--- config.mk ---
export PLATFORM = sky130hd
export DESIGN_NAME = wb_arbiter_flat
export DESIGN_NICKNAME = d
export VERILOG_FILES = /design/src/rtl/wb_arb_pkg.sv /design/src/rtl/wishbone.sv /design/src/rtl/wb_arb_pick.sv /design/src/rtl/wb_arbiter.sv /design/src/flat_wrapper.sv
export SDC_FILE = /design/constraint.sdc
export NUM_CORES = 1
export LEC_CHECK = 0
export ABC_AREA = 1
export BUFFER_PORTS_ARGS = -buffer_cell sky130_fd_sc_hd__buf_4
export CAP_MARGIN = 15
export CORE_AREA = 2 2 121 123
export DETAILED_ROUTE_END_ITERATION = 6
export DIE_AREA = 0 0 123 125
export SYNTH_ARGS = -nofsm -noshare
export SYNTH_HDL_FRONTEND = slang
export SYNTH_SLANG_ARGS = --single-unit
--- constraint.sdc ---
create_clock -name clk -period 1.26 [get_ports clk]
set_input_delay 0.189 -clock clk [delete_from_list [all_inputs] [get_ports clk]]
set_output_delay 0.189 -clock clk [all_outputs]
set_load 0.02 [all_outputs]
--- src/rtl/wb_arb_pkg.sv ---
// Shared types for the two-requester Wishbone arbiter.
// Optional build macro WB_ARB_ROUND_ROBIN_EN selects round-robin contention
// resolution; without it, the load/store port (m1) has fixed priority.
package wb_arb_pkg;

  typedef enum logic [1:0] {
    IDLE = 2'd0,
    OWN0 = 2'd1,
    OWN1 = 2'd2
  } state_e;

  // Owner indices as carried on the winner/last signals.
  localparam logic M0 = 1'b0;
  localparam logic M1 = 1'b1;

  // One-hot owner vector for a given bus state (00 when nobody owns it).
  function automatic logic [1:0] grant_of(input state_e st);
    logic [1:0] g;
    g = 2'b00;
    case (st)
      OWN0:    g = 2'b01;
      OWN1:    g = 2'b10;
      default: g = 2'b00;
    endcase
    return g;
  endfunction

endpackage

--- src/rtl/wishbone.sv ---
// Standard Wishbone bus interface shared across the codebase.
// MASTER drives the cycle; SLAVE answers with ACK and read data.
interface wishbone #(
  parameter int XLEN = 32
);

  logic [XLEN-1:0]   ADR;
  logic [XLEN-1:0]   DAT_W;
  logic [XLEN-1:0]   DAT_R;
  logic [XLEN/8-1:0] SEL;
  logic              WE;
  logic              STB;
  logic              CYC;
  logic              ACK;

  modport MASTER (
    output ADR, DAT_W, SEL, WE, STB, CYC,
    input  DAT_R, ACK
  );

  modport SLAVE (
    input  ADR, DAT_W, SEL, WE, STB, CYC,
    output DAT_R, ACK
  );

endinterface

--- src/rtl/wb_arb_pick.sv ---
// Contention resolver for the Wishbone arbiter.
// With WB_ARB_ROUND_ROBIN_EN defined, a tie goes to the requester that did
// not own the bus last; otherwise m1 (load/store) always wins a tie.
// With a single requester the winner is simply that requester.
module wb_arb_pick
  import wb_arb_pkg::*;
(
  input  logic [1:0] req,
  input  logic       last,
  output logic       winner
);

`ifdef WB_ARB_ROUND_ROBIN_EN
  // Alternate on a tie, otherwise pick whoever is asking.
  always_comb begin
    winner = req[1] ? M1 : M0;
    if (req == 2'b11) begin
      winner = (last == M1) ? M0 : M1;
    end
  end
`else
  // Fixed priority: m1 beats m0; the last-owner input carries no state here.
  logic unused_last;
  assign unused_last = last;

  always_comb begin
    winner = req[1] ? M1 : M0;
  end
`endif

endmodule

--- src/rtl/wb_arbiter.sv ---
// Two-requester Wishbone arbiter: m0 (instruction fetch) and m1 (load/store)
// share one downstream bus s. Ownership lasts for the whole CYC of the
// owner so multi-beat cycles stay atomic. Optional build macro
// WB_ARB_ROUND_ROBIN_EN enables round-robin tie-breaking (see wb_arb_pick).
module wb_arbiter
  import wb_arb_pkg::*;
#(
  parameter int          XLEN         = 32,
  parameter int unsigned IDLE_HANDOFF = 1
) (
  input  logic        clk,
  input  logic        rst_n,
  wishbone.SLAVE      m0,
  wishbone.SLAVE      m1,
  wishbone.MASTER     s,
  output logic [1:0]  grant
);

  logic       req0;
  logic       req1;
  logic       winner;
  logic       pick_last;
  state_e     state_q, state_d;
  logic [1:0] grant_q, grant_d;
  // Set on the first edge after reset release; no grant is issued before it
  // so the earliest possible grant lands on the second edge.
  logic       armed_q;

  assign req0 = m0.CYC & m0.STB;
  assign req1 = m1.CYC & m1.STB;

  wb_arb_pick u_pick (
    .req    ({req1, req0}),
    .last   (pick_last),
    .winner (winner)
  );

  // Next-state logic: grab from IDLE, hold for the owner's whole CYC.
  always_comb begin
    // NOTE: every combinational output gets a default first so no path can leave it unassigned and infer a latch.
    state_d = state_q;
    unique case (state_q)
      IDLE: begin
        if (armed_q && (req0 || req1)) begin
          state_d = (winner == M1) ? OWN1 : OWN0;
        end
      end
      OWN0: begin
        if (!m0.CYC) begin
          state_d = ((IDLE_HANDOFF != 0) && req1) ? OWN1 : IDLE;
        end
      end
      OWN1: begin
        if (!m1.CYC) begin
          state_d = ((IDLE_HANDOFF != 0) && req0) ? OWN0 : IDLE;
        end
      end
      default: state_d = IDLE;
    endcase
    grant_d = grant_of(state_d);
  end

  // State, grant and arming registers with asynchronous reset.
  always_ff @(posedge clk or negedge rst_n) begin
    if (!rst_n) begin
      state_q <= IDLE;
      grant_q <= 2'b00;
      armed_q <= 1'b0;
    end else begin
      // NOTE: non-blocking assignments keep all flops updating from pre-edge values, avoiding order-dependent races.
      state_q <= state_d;
      grant_q <= grant_d;
      armed_q <= 1'b1;
    end
  end

  assign grant = grant_q;

`ifdef WB_ARB_ROUND_ROBIN_EN
  logic last_q, last_d;

  // Remember who most recently took the bus, updated on entry to OWNx.
  always_comb begin
    last_d = last_q;
    if (state_d == OWN0 && state_q != OWN0) last_d = M0;
    if (state_d == OWN1 && state_q != OWN1) last_d = M1;
  end

  // Last-owner register; m1 after reset so m0 wins the first tie.
  always_ff @(posedge clk or negedge rst_n) begin
    if (!rst_n) last_q <= M1;
    else        last_q <= last_d;
  end

  assign pick_last = last_q;
`else
  assign pick_last = M1;
`endif

  // Bus mux: the owner drives s with no added latency; IDLE drives zeros.
  // ACK goes only to the owner, so an ACK seen in IDLE reaches nobody.
  always_comb begin
    s.ADR   = {XLEN{1'b0}};
    s.DAT_W = {XLEN{1'b0}};
    s.SEL   = '0;
    s.WE    = 1'b0;
    s.STB   = 1'b0;
    s.CYC   = 1'b0;
    m0.ACK  = 1'b0;
    m1.ACK  = 1'b0;
    m0.DAT_R = s.DAT_R;
    m1.DAT_R = s.DAT_R;
    case (state_q)
      OWN0: begin
        s.ADR   = m0.ADR;
        s.DAT_W = m0.DAT_W;
        s.SEL   = m0.SEL;
        s.WE    = m0.WE;
        s.STB   = m0.STB;
        s.CYC   = m0.CYC;
        m0.ACK  = s.ACK;
      end
      OWN1: begin
        s.ADR   = m1.ADR;
        s.DAT_W = m1.DAT_W;
        s.SEL   = m1.SEL;
        s.WE    = m1.WE;
        s.STB   = m1.STB;
        s.CYC   = m1.CYC;
        m1.ACK  = s.ACK;
      end
      default: ;
    endcase
  end

endmodule

--- src/flat_wrapper.sv ---
// flat-port wrapper written by rule: the top's interface ports become plain ports
module wb_arbiter_flat import wb_arb_pkg::*;
#(
  parameter int          XLEN         = 32,
  parameter int unsigned IDLE_HANDOFF = 1
)
  (clk, rst_n, grant, m0_ADR, m0_DAT_W, m0_SEL, m0_WE, m0_STB, m0_CYC, m0_DAT_R, m0_ACK, m1_ADR, m1_DAT_W, m1_SEL, m1_WE, m1_STB, m1_CYC, m1_DAT_R, m1_ACK, s_ADR, s_DAT_W, s_SEL, s_WE, s_STB, s_CYC, s_DAT_R, s_ACK);
  wishbone #(.XLEN(XLEN)) m0_i ();
  wishbone #(.XLEN(XLEN)) m1_i ();
  wishbone #(.XLEN(XLEN)) s_i ();
  input  logic clk;
  input  logic rst_n;
  output logic [1:0] grant;
  input wire logic [$bits(m0_i.ADR)-1:0] m0_ADR;
  input wire logic [$bits(m0_i.DAT_W)-1:0] m0_DAT_W;
  input wire logic [$bits(m0_i.SEL)-1:0] m0_SEL;
  input wire logic [$bits(m0_i.WE)-1:0] m0_WE;
  input wire logic [$bits(m0_i.STB)-1:0] m0_STB;
  input wire logic [$bits(m0_i.CYC)-1:0] m0_CYC;
  output wire logic [$bits(m0_i.DAT_R)-1:0] m0_DAT_R;
  output wire logic [$bits(m0_i.ACK)-1:0] m0_ACK;
  input wire logic [$bits(m1_i.ADR)-1:0] m1_ADR;
  input wire logic [$bits(m1_i.DAT_W)-1:0] m1_DAT_W;
  input wire logic [$bits(m1_i.SEL)-1:0] m1_SEL;
  input wire logic [$bits(m1_i.WE)-1:0] m1_WE;
  input wire logic [$bits(m1_i.STB)-1:0] m1_STB;
  input wire logic [$bits(m1_i.CYC)-1:0] m1_CYC;
  output wire logic [$bits(m1_i.DAT_R)-1:0] m1_DAT_R;
  output wire logic [$bits(m1_i.ACK)-1:0] m1_ACK;
  output wire logic [$bits(s_i.ADR)-1:0] s_ADR;
  output wire logic [$bits(s_i.DAT_W)-1:0] s_DAT_W;
  output wire logic [$bits(s_i.SEL)-1:0] s_SEL;
  output wire logic [$bits(s_i.WE)-1:0] s_WE;
  output wire logic [$bits(s_i.STB)-1:0] s_STB;
  output wire logic [$bits(s_i.CYC)-1:0] s_CYC;
  input wire logic [$bits(s_i.DAT_R)-1:0] s_DAT_R;
  input wire logic [$bits(s_i.ACK)-1:0] s_ACK;
  assign m0_i.ADR = m0_ADR;
  assign m0_i.DAT_W = m0_DAT_W;
  assign m0_i.SEL = m0_SEL;
  assign m0_i.WE = m0_WE;
  assign m0_i.STB = m0_STB;
  assign m0_i.CYC = m0_CYC;
  assign m0_DAT_R = m0_i.DAT_R;
  assign m0_ACK = m0_i.ACK;
  assign m1_i.ADR = m1_ADR;
  assign m1_i.DAT_W = m1_DAT_W;
  assign m1_i.SEL = m1_SEL;
  assign m1_i.WE = m1_WE;
  assign m1_i.STB = m1_STB;
  assign m1_i.CYC = m1_CYC;
  assign m1_DAT_R = m1_i.DAT_R;
  assign m1_ACK = m1_i.ACK;
  assign s_ADR = s_i.ADR;
  assign s_DAT_W = s_i.DAT_W;
  assign s_SEL = s_i.SEL;
  assign s_WE = s_i.WE;
  assign s_STB = s_i.STB;
  assign s_CYC = s_i.CYC;
  assign s_i.DAT_R = s_DAT_R;
  assign s_i.ACK = s_ACK;
  wb_arbiter #(.XLEN(XLEN), .IDLE_HANDOFF(IDLE_HANDOFF)) u_core (.clk(clk), .rst_n(rst_n), .m0(m0_i), .m1(m1_i), .s(s_i), .grant(grant));
endmodule
# Word level (Yosys, flattened, before mapping)
# Index checks and enable logic that the tools add are counted.
[totals]
input_bits = 177
output_inout_bits = 139
register_bits = 5
elab_cells = 29
[op_classes]
n_reduce_logical = 3
n_eq_ne = 4
bitwise_logic = 2
mux = 17
[ops]
columns = ["cell", "n"]
rows = [
  ["$pmux 32 s2", 2],
  ["$mux 2", 5],
  ["$pmux 4 s2", 1],
  ["$pmux 1 s2", 3],
  ["$pmux 2 s3", 1],
  ["$eq 2x1->1 const B", 2],
  ["$eq 2x2->1 const B", 2],
  ["$mux 1", 4],
  ["$pmux 2 s2", 1],
  ["$and 1x1->1", 2],
  ["$logic_not 2->1", 1],
  ["$logic_and 1x1->1", 1],
  ["$logic_or 1x1->1", 1],
]

# Depth between registers and ports, before layout
# Gate-level depths: netlist (run 1).
[logic_depth]
ltp_word = 7
depth_mapped = 11
mapped_depth_nobuf = 10

# Modules after synthesis
# A second synthesis (run 1) with hierarchy kept.
[hier_totals]
hier_cells = 352
area_unflattened_um2 = 1830.5
[by_module_without_submodules]
columns = ["mod", "cells_each", "seq_area_each_um2", "area_each_um2", "instances"]
rows = [
  ["wb_arbiter", 351, 125.1, 1823.0, 1],
  ["wb_arb_pick", 1, 0.0, 7.5, 1],
]

# Worst setup path before layout (run 1)
# No wires, ideal clock.
[synth_path]
path_type = "reg2out"
startpoint = "register u_core.state_q[1]"
endpoint = "output s_ADR[0]"
setup_slack_ns = -0.299
required_time_ns = 1.071
path_buffers = 2
path_stages_with_launch = 7
t_arrival_ns = 1.370
path_cell_list = "dfrtp_1 > inv_1 > ha_1 > buf_2 > buf_2 > nand2_1 > a21oi_1"
[synth_via]
elab_chain_len = 2
word_cells_on_any_way = 3
classes_between = "eq/ne (2); mux (1)"
[synth_rtl]
columns = ["element", "line_no", "rtl"]
rows = [
  ["from (decl)", "wb_arbiter.sv:23", "state_e state_q, state_d;"],
  ["from (signal assigned)", "wb_arbiter.sv:71", "state_q <= state_d;"],
  ["$eq 2x2->1 / $eq 2x1->1 (equally long branches)", "wb_arbiter.sv:113", "case (state_q)"],
  ["$pmux 32 s2 *", "wb_arbiter.sv:113", ""],
  ["to (decl)", "flat_wrapper.sv:30", "output wire logic [$bits(s_i.ADR)-1:0] s_ADR;"],
]
# Mark *: on every way between the ends. The rest lies on a longest branch, timed or not.

# Worst setup path after layout (run 1)
[layout_path]
startpoint = "register u_core.state_q[0]"
endpoint = "output s_ADR[21]"
# The elaborated chain is that of the path after synthesis.

==> summary.md, run 1 <==
| Metric | Value |
|---|---|
| Drc violations | 0 |
| CP Class | register to primary output |
| H-tree depth | 1 |
| N_diodes | 0 |
| Layout cells sized above 1 | 0.762 |
| Core area | 14200 um2 |
| Simple logic cell fraction of the synthesized area | 0.350 |
| Fin util | 0.334 |
| Deepest clock path buffer count | 2 |
| Area Overhead vs Synth | 161% |
| CTS tree | yes |
| Area after DPL | 3580 um2 |
| # setup viols final | 77 |
| Gate Count Post-Synth | between 300 and 400 |
| Max-cap viol count | 0 |
| Part of the cycle the worst path needs | 1.42 |
| Worst-path clk slew | roughly 0.030 ns |
| Achievable Freq | 559 MHz |
| Die height | 125 um |
| CP Capture Type | primary output |
| Row count | 44 |
| DR pass1 iterations | 4 |
| Cell Area, Synth | 1820 um2 |
| Vias per inst | about 4.1 |
| Final Max Slew Viols | 0 |
| Synth Area in XOR/XNOR | 0 |
| Critical path arrival | 1.60 ns |
| VDD IR max | approximately 1500 uV |
| PwrDens | about 2300 nW/um2 |
| Largest family of logic cells by synthesized area | buffers and inverters |
| Post-layout minimum cycle time | 1.79 ns |
| # nets final | between 700 and 800 |
| Initial DRC count | 47 |
| PortBufs | 219 |
| Fill count | 1500 |
| Sinks on Clock Net | 5 |
| Gr ovfl total | 0 |
| Fin area | around 4700 um2 |
| Distinct cell type count after synthesis | 16 |
| Routed wire length per instance | 15.2 um |
| Total routed wirelength | between 10 and 15 mm |
| Reg-to-Reg Start | u_core.state_q[0] |
| Post-Syn Nets | 530 |
| Num CTS Buffers | 3 |
| Yosys warning count | 0 |
| DIE AREA | 15400 um2 |
| First-pass GRT wire length | about 13 mm |
| Post-synthesis mux area share | 0 |
| Post-DP HPWL | 6.31 mm |
| Adder-Cell Fraction of Synth Area | 0.0276 |
| Antenna violations before repair | 0 |
| Final hold vios | 0 |
| Initial Util | 0.128 |
| Via count | 2878 |
| CP Data Required Time | 1.07 ns |
| Status | finished with violations |
| Failing checks | negative setup slack |
| Die Span X | 123 um |
| Avg Cell Area, Syn | approximately 5.2 um2 |
| GRT Util Overall | 0.109 |
| Clock Latency Late Sink | 0.23 ns |
| Hold crit path type | primary input to async pin |
| Synth Register Bits | 5 |
| Sequential area share after synthesis | 0.0689 |
| Commonest non-fill, non-tap cell in the layout | buf_4 |
| Synth Area in Compound Gates | 0.198 |
| Vias in the first global route | 2695 |
| P_leak | between 2 and 2.5 nW |
| Worst-path fanout max | 10 |
| CP Launch Point | u_core.state_q[0] |
| Commonest non-fill, non-tap cells in the layout | buf_4 (180), nand2_1 (100), buf_6 (50), a21oi_2 (41), nand2_2 (40) |
| Pin count of the biggest net entering global routing | 37 |
| Nature of the critical path startpoint | register |
| Io pins | ~320 |
| Root Buffer | clkbuf_16 |
| Hold slack | around 0.30 ns |
| Antenna Nets Post-Route | 0 |
| Setup ws final | -0.528 ns |
| RSZ-0062 raised after global routing | true |
| Layout Skew | 0.00156 ns |
| Routability cong. | 0.701 |
## critical path: stages, from the launching register on
cell	delay (ns)
dfrtp_1	0.36
inv_2	0.07
ha_4	0.30
clkinv_8	0.07
buf_12	0.15
buf_12	0.15
a21oi_4	0.12
buf_6	0.13
## per-layer routing
layer	part of all wire	up-vias	global-route usage
li1	-	1369	-
met1	0.36	1322	0.115
met2	0.53	166	0.204
met3	0.097	21	0.0392
met4	0.017	0	0.0194
met5	0	-	0
## final cells by class
| class | instances | area (um2) | area share |
|---|---|---|---|
| multi-input combinational | 243 | 1800 | 0.380 |
| clock buffer | 4 | 78.8 | 0.0166 |
| sequential | 5 | 125 | 0.0264 |
| tap | 184 | 230 | 0.0485 |
| timing repair buffer | 254 | 2440 | 0.515 |
| inverter | 14 | 65.1 | 0.0137 |
## sequential cells by signal, summed over array words and instances (netlist names)
register        count
u_core.grant        2
u_core.state_q      2
u_core.armed_q      1
## path summary, 6_finish.rpt
check	slack, ns	endpoint	cells after the start
setup reg to reg	-0.22	u_core.grant[1]	11
min in group clk	0.38	m0_DAT_R[20]	0
max in group asynchronous	0.86	u_core.grant[0]	2
hold reg to reg	0.73	u_core.grant[0]	5
setup / recovery	-0.53	s_ADR[21]	7
hold / removal	0.30	u_core.armed_q	2
## kinds of logic (layout without fill, tap and decap cells)
kind of cell / Yosys count / in the layout
and+or+nand+nor: 167 / 167
AOI/OAI and AO/OA: 71 / 71
buffers and inverters: 101 / 272
other: 1 / 1
DFF: 5 / 5
adders and majority gates: 4 / 4
## timing repair
action                     in CTS  in global routing
gates resized for setup        84                103
hold endpoints to repair        5                  0
setup endpoints to repair      77                 77
setup buffers                   4                  1
hold buffers                    1                  0
cloned                          5                  9
pin swaps                      14                 30
## stage by stage
stage	cells	total power (W)	TNS (ns)	worst slack, ns
2_1_floorplan	349	0.00454	-15.54	-0.276
4_1_cts	695	0.00923	-35.73	-0.517
6_report	704	0.0107	-35.40	-0.528
5_1_grt	704	0.0113	-40.36	-0.590
3_5_place_dp	681	0.00691	-18.92	-0.294
3_3_place_gp	681	0.00690	-18.06	-0.274
## synthesized netlist by cell type
cell,count,share of area
nand2_1,159,0.33
a21oi_1,70,0.19
buf_4,65,0.27
buf_2,15,0.041
inv_1,11,0.023
clkbuf_1,7,0.014
dfrtp_1,5,0.069
ha_1,4,0.028
nand3_1,3,0.0083
nor2_1,3,0.0062
inv_2,2,0.0041
clkinv_1,1,0.0021
conb_1,1,0.0021
nand2_2,1,0.0034
nor2_2,1,0.0034
o21ai_2,1,0.0048
## power breakdown
group,leakage (nW),switching [W],internal [W]
Sequential,0.0642,0.0000280,0.000220
Combinational,2.00,0.00538,0.00453
Clock,0.0382,0.000102,0.000419
Note: power is estimated with default switching activity, not from simulation.
==> inputs of run 2 (changes only) <==
--- a/config.mk
+++ b/config.mk
@@ -11,6 +11,7 @@
 export CORE_AREA = 2 2 121 123
 export DETAILED_ROUTE_END_ITERATION = 6
 export DIE_AREA = 0 0 123 125
+export PLACE_DENSITY_LB_ADDON = 0.12
 export SYNTH_ARGS = -nofsm -noshare
 export SYNTH_HDL_FRONTEND = slang
 export SYNTH_SLANG_ARGS = --single-unit
==> summary.md, run 2 (synthesized netlist as in run 1, its figures left out) <==
| Metric | Value |
|---|---|
| RSZ-0062 raised after global routing | true |
| Routability cong. | 0.738 (+5.3%) |
| Post-layout minimum cycle time | 1.79 ns (+0.00201 ns) |
| Fin util | 0.346 (+0.0119) |
| Top delay family on crit path | buffers and inverters |
| Die height | 125 um (unchanged) |
| Antenna Nets Post-Route | 0 (unchanged) |
| Num CTS Buffers | 3 (unchanged) |
| Reg power frac | 0.021 (-0.002) |
| CP Buf/Inv Count | 4 (-1) |
| N_diodes | 0 (unchanged) |
| # setup viols final | 77 (unchanged) |
| Worst-path fanout max | 6 (-4) |
| Final Max Slew Viols | 0 (unchanged) |
| DIE AREA | 15400 um2 (unchanged) |
| Final hold vios | 0 (unchanged) |
| VDD IR max | 991 uV (-35%) |
| Row count | 44 (unchanged) |
| Sinks on Clock Net | 5 (unchanged) |
| Drc violations | 0 (unchanged) |
| Worst-path clk slew | 0.03 ns (about the same) |
| Deepest clock path buffer count | 2 (unchanged) |
| Failing checks | negative setup slack |
| Cell Count, Final, Fillers Out | 718 (+2.0%) |
| Critical path arrival | 1.60 ns (about the same) |
| Antenna violations before repair | 0 (unchanged) |
| Hold slack | 0.299 ns (+0.000784 ns) |
| Initial DRC count | 76 (+62%) |
| Pre-CTS setup slack | -0.324 ns (-0.0302 ns) |
| Commonest non-fill, non-tap cell in the layout | buf_4 |
| Pin count of the biggest net entering global routing | 22 (-41%) |
| Combinational power share | 0.935 (+0.007) |
| Placed insts | 688 (+1.0%) |
| CP Class | register to primary output |
| CP cell instances | inv_2 > ha_4 > clkinv_8 > bufbuf_16 > a21oi_2 > buf_4 |
| CTS tree | yes |
| CP Capture Type | primary output |
| Gr ovfl total | 0 (unchanged) |
| Clock Latency Late Sink | 0.22 ns (about the same) |
| Core area | 14200 um2 (unchanged) |
| Root Buffer | clkbuf_16 |
| Commonest non-fill, non-tap cells in the layout | buf_4 (187), nand2_1 (115), buf_6 (49), a21oi_2 (40), nand2_2 (31) |
| PwrDens | 2400 nW/um2 (+6.6%) |
| DR pass1 iterations | 4 (unchanged) |
| Post-DP HPWL | 6.95 mm (+10%) |
| Total routed wirelength | 11.2 mm (+4.3%) |
| CP max-delay cell | dfrtp_1 |
| PortBufs | 219 (unchanged) |
| Nature of the critical path startpoint | register |
| Status | finished with violations |
| Pwr Total | 0.0118 W (+10%) |
| Area Overhead vs Synth | 171% |
| Vias in the first global route | 2857 (+6.0%) |
| Layout Skew | 0.000341 ns (-0.00122 ns) |
| NetSw | 0.00572 W (+3.8%) |
| H-tree depth | 1 (unchanged) |
| GRT Util Overall | 0.124 (+0.0155) |
| Part of the cycle the worst path needs | 1.42 (+0.00159) |
| First-pass GRT wire length | 15.0 mm (+12%) |
| Achievable Freq | 559 MHz (-0.11%) |
| P_leak | 2.17 nW (+3.1%) |
| Initial Util | 0.128 (unchanged) |
| Io pins | 316 (unchanged) |
| Via count | 2860 (-0.63%) |
| Switching share of total power | 0.485 (-0.0310) |
| Clock share of power | 0.044 (-0.005) |
| Layout cells sized above 1 | 0.743 (-0.0181) |
| Die Span X | 123 um (unchanged) |
| Critical Path Max Stage Delay | 0.37 ns (about the same) |
| CP Data Required Time | 1.07 ns (about the same) |
| # nets final | 716 (+2.0%) |
| Max-cap viol count | 0 (unchanged) |
| P_int | 0.00607 W (+17%) |
| Hold crit path type | primary input to async pin |
| Setup ws final | -0.530 ns (-0.00201 ns) |
| Vias per inst | 3.98 (-2.6%) |
| Routed wire length per instance | 15.6 um (+2.3%) |
run 2: cell types whose count changed in the layout (fill, tap and decap cells not counted), sizes merged:
cell    change
bufbuf      +2
buf        +14
clkbuf      -2
run 2: area by class of cell:
class | count | area, um2
tap | 184 | 230
inverter | 14 | 65.1
sequential | 5 | 125
fill | 1496 | 9290
multi-input combinational | 243 | 1740
timing repair buffer | 268 | 2680
clock buffer | 4 | 78.8
run 2: through the flow:
stage                     area, um2  TNS (ns)
after floorplan                2120    -15.54
after global placement         3680    -20.06
after detailed placement       3680    -20.47
after CTS                      4370    -37.41
after global routing           4910    -42.46
final                          4910    -37.08
run 2: repair_timing:
| item | CTS | global route |
|---|---|---|
| hold buffers | 1 | 0 |
| setup buffers | 6 | 4 |
| hold endpoints to repair | 5 | 0 |
| cloned | 9 | 7 |
| resized for setup | 66 | 106 |
| endpoints found under the setup margin | 77 | 77 |
| pin swaps | 2 | 24 |
run 2: metal layers:
layer  share of wire  vias to the layer above  global-route usage
met5               0                        -                   0
met4          0.0033                        0              0.0134
met3           0.080                       10              0.0265
met2            0.52                      142               0.230
met1            0.40                     1304               0.149
li1                -                     1404                   -
run 2: final timing paths:
kind,startpoint,end,slack (ns),cells past startpoint
worst max-delay path,u_core.state_q[0],s_DAT_W[4],-0.53,6
worst min-delay path,rst_n,u_core.grant[0],0.30,2
worst max register to register,u_core.state_q[0],u_core.grant[1],-0.35,11
worst min register to register,u_core.armed_q,u_core.grant[0],0.71,5
max in group asynchronous,rst_n,u_core.armed_q,0.85,2
min in group clk,s_DAT_R[31],m0_DAT_R[31],0.38,0
run 2: power groups by stage:
| stage | clock network, W | registers, W | logic [W] |
|---|---|---|---|
| finish | 0.000521 | 0.000250 | 0.0110 |
| global placement | 0 | 0.000248 | 0.00696 |
| CTS | 0.000527 | 0.000247 | 0.00974 |
| floorplan | 0 | 0.000293 | 0.00425 |
| global route | 0.000536 | 0.000255 | 0.0117 |
| detailed placement | 0 | 0.000246 | 0.00698 |
